==> config.mk <==
export PLATFORM = sky130hd
export DESIGN_NAME = div_mon
export DESIGN_NICKNAME = d
export VERILOG_FILES = /design/src/rtl/div_pkg.sv /design/src/rtl/div_int_cnt.sv /design/src/rtl/div_mon.sv
export SDC_FILE = /design/constraint.sdc
export NUM_CORES = 1
export LEC_CHECK = 0
export ABC_AREA = 1
export CAP_MARGIN = 30
export CELL_PAD_IN_SITES_DETAIL_PLACEMENT = 1
export CELL_PAD_IN_SITES_GLOBAL_PLACEMENT = 2
export CORE_ASPECT_RATIO = 1.1
export CORE_UTILIZATION = 35
export DETAILED_ROUTE_END_ITERATION = 7
export MAX_ROUTING_LAYER = met4
export PLACE_DENSITY = 0.79
export SKIP_CTS_REPAIR_TIMING = 1
export SLEW_MARGIN = 15
export SYNTH_ARGS = -nofsm -noshare
export SYNTH_HDL_FRONTEND = slang
export SYNTH_SLANG_ARGS = --single-unit
==> constraint.sdc <==
create_clock -name clk -period 3.35 [get_ports clk]
set_clock_uncertainty 0.05 [all_clocks]
set_input_delay 0.8375 -clock clk [delete_from_list [all_inputs] [get_ports clk]]
set_output_delay 0.8375 -clock clk [all_outputs]
set_load 0.01 [all_outputs]
==> src/rtl/div_pkg.sv <==
// Shared definitions for the divider strobe monitor.
//   state encoding : IDLE / ACQ / LOCK as plain 2-bit constants
//   timeout_of()   : saturation point of the interval counter
package div_pkg;

  typedef logic [1:0] state_t;

  localparam state_t ST_IDLE = 2'd0;
  localparam state_t ST_ACQ  = 2'd1;
  localparam state_t ST_LOCK = 2'd2;

  localparam int CNT_W = 4;

  // Interval counter saturates at twice the expected period. The counter is
  // only 4 bits, so periods above 7 clamp the timeout at 15.
  function automatic logic [CNT_W-1:0] timeout_of(input int exp_period);
    int t;
    t = 2 * exp_period;
    if (t > 15) t = 15;
    return t[CNT_W-1:0];
  endfunction

endpackage

==> src/rtl/div_int_cnt.sv <==
// Interval counter between divider strobes.
//   clk, rst    : rising-edge clock, async active-high reset
//   pi_flag_i   : divider strobe
//   int_cnt_o   : 1 in the cycle after a strobe, counting up, saturating
//                 at the timeout value
module div_int_cnt
  import div_pkg::*;
#(
  parameter int EXP_PERIOD = 4
) (
  input  logic             clk,
  input  logic             rst,
  input  logic             pi_flag_i,
  output logic [CNT_W-1:0] int_cnt_o
);

  localparam logic [CNT_W-1:0] TIMEOUT = timeout_of(EXP_PERIOD);

  logic [CNT_W-1:0] cnt_q;
  logic [CNT_W-1:0] cnt_d;

  always_comb begin
    cnt_d = cnt_q;
    if (pi_flag_i)
      cnt_d = 4'd1;
    else if (cnt_q != TIMEOUT)
      cnt_d = cnt_q + 4'd1;
  end

  always_ff @(posedge clk or posedge rst) begin
    if (rst) cnt_q <= '0;
    else     cnt_q <= cnt_d;
  end

  assign int_cnt_o = cnt_q;

endmodule

==> src/rtl/div_mon.sv <==
// Divider strobe monitor: checks that pi_flag arrives every EXP_PERIOD
// cycles, locks after LOCK_CNT consecutive good intervals and reports early
// or missing strobes while locked.
//   clk, rst     : rising-edge clock, async active-high reset
//   pi_flag      : one-cycle strobe from the divider
//   locked       : high while the monitor is in LOCK
//   err_pulse    : one-cycle pulse per period error seen in LOCK
//   err_cnt      : saturating error count
//   period_meas  : last interval measured in ACQ or LOCK
//
// state | meaning
// IDLE  | no reference strobe yet (or lost it on timeout)
// ACQ   | counting consecutive good intervals
// LOCK  | period confirmed, watching for early / missing strobes
module div_mon
  import div_pkg::*;
#(
  parameter int EXP_PERIOD = 4,
  parameter int LOCK_CNT   = 3,
  parameter int ERR_W      = 8
) (
  input  logic             clk,
  input  logic             rst,
  input  logic             pi_flag,
  output logic             locked,
  output logic             err_pulse,
  output logic [ERR_W-1:0] err_cnt,
  output logic [3:0]       period_meas
);

  localparam logic [CNT_W-1:0] EXP_P   = 4'(EXP_PERIOD);
  localparam logic [CNT_W-1:0] LOCK_C  = 4'(LOCK_CNT);
  localparam logic [CNT_W-1:0] TIMEOUT = timeout_of(EXP_PERIOD);
  localparam logic [ERR_W-1:0] ERR_MAX = '1;

  logic [CNT_W-1:0] int_cnt;

  state_t           state_q, state_d;
  logic [CNT_W-1:0] good_q, good_d;
  logic [CNT_W-1:0] good_inc;
  logic             locked_q;
  logic             err_q, err_d;
  logic [ERR_W-1:0] err_cnt_q, err_cnt_d;
  logic [3:0]       pm_q, pm_d;
  logic             lock_err;

  div_int_cnt #(
    .EXP_PERIOD (EXP_PERIOD)
  ) u_int_cnt (
    .clk       (clk),
    .rst       (rst),
    .pi_flag_i (pi_flag),
    .int_cnt_o (int_cnt)
  );

  assign good_inc = good_q + 4'd1;

  // Early: strobe before the period elapsed. Missing: period reached with no
  // strobe. An early strobe still reloads int_cnt, so it becomes the new
  // reference for the following interval.
  assign lock_err = (pi_flag && (int_cnt < EXP_P)) ||
                    (!pi_flag && (int_cnt == EXP_P));

  always_comb begin
    state_d   = state_q;
    good_d    = good_q;
    err_d     = 1'b0;
    err_cnt_d = err_cnt_q;
    pm_d      = pm_q;

    case (state_q)
      ST_IDLE: begin
        // First strobe only sets the reference; nothing is measured.
        if (pi_flag) begin
          state_d = ST_ACQ;
          good_d  = '0;
        end
      end

      ST_ACQ: begin
        if (pi_flag) begin
          pm_d = int_cnt;
          if (int_cnt == EXP_P) begin
            good_d = good_inc;
            if (good_inc == LOCK_C) state_d = ST_LOCK;
          end else begin
            good_d = '0;
          end
        end else if (int_cnt == TIMEOUT) begin
          state_d = ST_IDLE;
        end
      end

      ST_LOCK: begin
        if (pi_flag) pm_d = int_cnt;
        if (lock_err) begin
          state_d = ST_ACQ;
          good_d  = '0;
          err_d   = 1'b1;
        end
      end

      default: begin
        state_d = ST_IDLE;
        good_d  = '0;
      end
    endcase

    if (err_d && (err_cnt_q != ERR_MAX)) err_cnt_d = err_cnt_q + 1'b1;
  end

  always_ff @(posedge clk or posedge rst) begin
    if (rst) begin
      state_q   <= ST_IDLE;
      good_q    <= '0;
      locked_q  <= 1'b0;
      err_q     <= 1'b0;
      err_cnt_q <= '0;
      pm_q      <= '0;
    end else begin
      state_q   <= state_d;
      good_q    <= good_d;
      // Registered from the next state so locked tracks state == LOCK.
      locked_q  <= (state_d == ST_LOCK);
      err_q     <= err_d;
      err_cnt_q <= err_cnt_d;
      pm_q      <= pm_d;
    end
  end

  assign locked      = locked_q;
  assign err_pulse   = err_q;
  assign err_cnt     = err_cnt_q;
  assign period_meas = pm_q;

endmodule

==> results by group <==
Power
  • Internal power summed over all cells: around 0.56 mW
  • NetSw: 0.292 mW
  • Part of the power in registers: between 40% and 50%
  • Relative contribution of combinational cells to total power: roughly a third
  • Power per standard cell area: 531 nW/µm²
  • Leak pwr: around 0.77 nW
  • Clock share of power: a little under a quarter
  • Switch share: 34.1%
  • VDD IR-drop max: a little under 0.0002 V

Die
  • Initial standard-cell utilization of the core: 36.6%
  • Number of placement rows: 23
  • Standard cell core area: between 3000 and 4000 µm²
  • Width of the chip: 60.7 µm
  • Die Y: ~67 µm
  • Top Ports: 17
  • Die area: around 4000 µm²

Global routing
  • Largest net degree at the start of global routing: 25
  • GRT Resource Usage Total: between 15 and 20%
  • Grt total ovfl: 0
  • Initial antenna violation count: 0
  • First-pass GRT wire length: between 5 and 6 mm
  • Number of global-route vias before repair: approximately 1200

Synthesis
  • Synthesized-area fraction occupied by and/or/nand/nor cells: 24.3%
  • Yosys warning total: 0
  • Count of different cell masters after synthesis: 24
  • Mux share of post-synthesis cell area: 0%
  • Adder and majority cell fraction of the synthesized area: 8.49%
  • Most instantiated cells after synthesis: nand2_1 (42), inv_1 (25), dfrtp_1 (24), o21ai_0 (15), ha_1 (9)
  • Top cell type's share of synthesized area: 45.3%
  • Synth Cell Area: 1330 µm²
  • Cell taking the most area after synthesis: dfrtp_1
  • Cell with the most instances after synthesis: nand2_1
  • Dominant combinational cell family by area after synthesis: simple AND/OR/NAND/NOR gates
  • Compound-Gate Fraction of Synth Area: around 10%
  • Most frequently used flop master after synthesis: dfrtp_1
  • Post-synth EDFFs: 0
  • Fraction of the yosys area taken by sequential cells: about 45%
  • Xor and xnor area share after synthesis: 3.30%
  • Total nets after synthesis: 171
  • Gate count after technology mapping: 159
  • Share of synthesized registers carrying an async set or reset: 100%
  • Register bit count reported by yosys: 24
  • Ranking of synthesized cells by area: dfrtp_1 (45%), nand2_1 (12%), ha_1 (8.5%)
  • Avg Inst Size Synth: 8.34 µm²

STA
  • Tightest Pin Transition: 0.397 ns
  • Final setup slack of the worst path: about 1.1 ns
  • Final worst-path cycle share: 66.4%
  • Max-slew headroom at the worst pin: 73.3%
  • Final critical delay including setup and external delays: 2.22 ns
  • Count of final max-slew check failures: 0
  • Final setup violation count: 0
  • Sum of negative setup slack: 0 ns
  • Maximum clock frequency: about 450 MHz
  • Hold Fails Final Rpt: 0
  • Unrepaired setup endpoints after global routing: no

Min path
  • Cell depth of the worst min-delay path: 2
  • Endpoint of the worst hold path: period_meas[1]
  • Worst min-delay path class: flop to flop
  • Launch point of the worst hold path: period_meas[1]

Setup path
  • Critical path endpoint category: output port
  • Setup CP Type: flop to output port
  • Slowest cell on the critical path: clkdlybuf4s50_1
  • Slowest cell delay on critical path: 0.59 ns
  • Crit path max-delay family: buffers and inverters
  • Startpoint types: flop
  • Worst path cell trace: clkdlybuf4s50_1
  • Setup slack on the worst flop-to-flop path: 1.75 ns
  • Critical register-to-register path startpoint: u_int_cnt.int_cnt_o[0]
  • Crit path buf inv count: 1
  • Arr. time, crit path: 1.34 ns
  • CP required: 2.46 ns
  • Max FO, Critical Path: 5
  • Critical register-to-register path endpoint: err_cnt[2]
  • Number of cells traversed by the worst register-to-register path: 9

Layout
  • Antenna cells: 0
  • Share of cells above drive strength 1: 8.33%
  • Final standard cell count with taps included and fillers excluded: 230
  • Area of all placed cells without fillers: about 1600 µm²
  • Nets@finish: approximately 190
  • Area growth syn-to-layout: 21.5%
  • Number of fill cells: 459

Clocking
  • Skew-Pair Late Insertion Delay: about 0.27 ns
  • TritonCTS clock tree: built
  • Number of buffers created by CTS: 3
  • Clock tree root buffer cell: clkbuf_8
  • Clock transition at the registers of the reported paths: 0.09 ns
  • Number of sinks on the clock net: 24
  • Maximum buffer depth of the clock tree: 2
  • H-Tree Level Count: 1

Place
  • DP HPWL: 2.32 mm
  • Count of buffers inserted at the top-level ports: 16
  • Pre-CTS setup slack: approximately 0.98 ns
  • Cell count after placement: 226
  • Final RePlAce weighted congestion: 0.846
  • Cell area reported after detailed placement: about 1600 µm²

Detailed routing
  • Number of nets with antenna violations after routing: 0
  • Mean routed wirelength per cell: about 13 µm
  • Total detailed-routing wirelength: ~3.0 mm
  • DR DRC count: 0
  • Vias after detailed routing: between 1000 and 1500
  • Drt first pass iters: 2
  • Number of DRC markers in iteration 0: 14
  • Average via count per standard cell: 4.70

Flow run
  • # Max-Cap Violations: 0

Status
  • Outcome: finished clean
-- registers in the layout, summed over array words and instances, names as in the netlist --
register and cells:
good_q 4, err_cnt 8, locked 1, u_int_cnt.int_cnt_o 4, state_q 2, period_meas 4, err_pulse 1
-- worst max-delay path by stage --
| stage | startpoint | endpoint | cells past startpoint |
|---|---|---|---|
| 3_3_place_gp | pi_flag | err_cnt[2] | 8 |
| 3_5_place_dp | pi_flag | err_cnt[2] | 8 |
| 6_report | err_cnt[4] | err_cnt[4] | 1 |
| 5_1_grt | err_cnt[4] | err_cnt[4] | 1 |
| 4_1_cts | err_cnt[4] | err_cnt[4] | 1 |
| 2_1_floorplan | pi_flag | err_cnt[3] | 8 |
-- stage by stage --
stage | util [%] | power (mW) | hold WS (ns)
finish | 44.4 | 0.856 | 0.444
global placement | 42.9 | 0.656 | 0.417
CTS | 44.4 | 0.869 | 0.453
global route | 44.4 | 0.913 | 0.481
detailed placement | 42.9 | 0.663 | 0.431
floorplan | - | 0.538 | 0.469
-- layout by cell type, fill, tap and decap left out, types with 2 or more instances in the layout --
cell	Yosys	final
inv_1	25	25
nor2_1	4	4
a21oi_1	3	3
o21ai_0	15	15
clkbuf_8	0	4
nand2_2	3	3
ha_1	9	9
dfrtp_1	24	24
xor2_1	4	4
clkdlybuf4s50_1	0	16
o21ai_1	3	3
nand3_1	8	8
nand4_1	3	3
nor3_1	4	4
nor2_2	2	2
nand2_1	42	42
-- power groups by stage --
stage,Combinational (mW),Sequential (mW),Clock (mW)
finish,0.274,0.378,0.204
global route,0.312,0.387,0.214
CTS,0.281,0.380,0.209
detailed placement,0.278,0.385,0
global placement,0.273,0.383,0
floorplan,0.145,0.393,0
-- layer usage --
| layer | share of wire [%] | track usage, % | vias up |
|---|---|---|---|
| met3 | 1.8 | 2.52 | 5 |
| met4 | 1.7 | 6.82 | 0 |
| li1 | - | - | 547 |
| met5 | 0 | - | - |
| met2 | 53 | 31.7 | 14 |
| met1 | 43 | 19.5 | 515 |
-- cell families after synthesis --
group	count (synthesis)
AOI/OAI and AO/OA	24
and+or+nand+nor	69
DFF	24
adders and majority gates	9
buffers and inverters	28
xor gates and xnor gates	5
-- area by class of cell --
type,instances,area (µm²),share of cell area (%)
Tap cell,50,62.6,3.88
Inverter,28,110,6.83
Timing Repair Buffer,17,168,10.4
Sequential cell,24,601,37.3
Multi-Input combinational cell,107,616,38.2
Clock buffer,4,55.1,3.42
(Power assumes the default switching activity.)
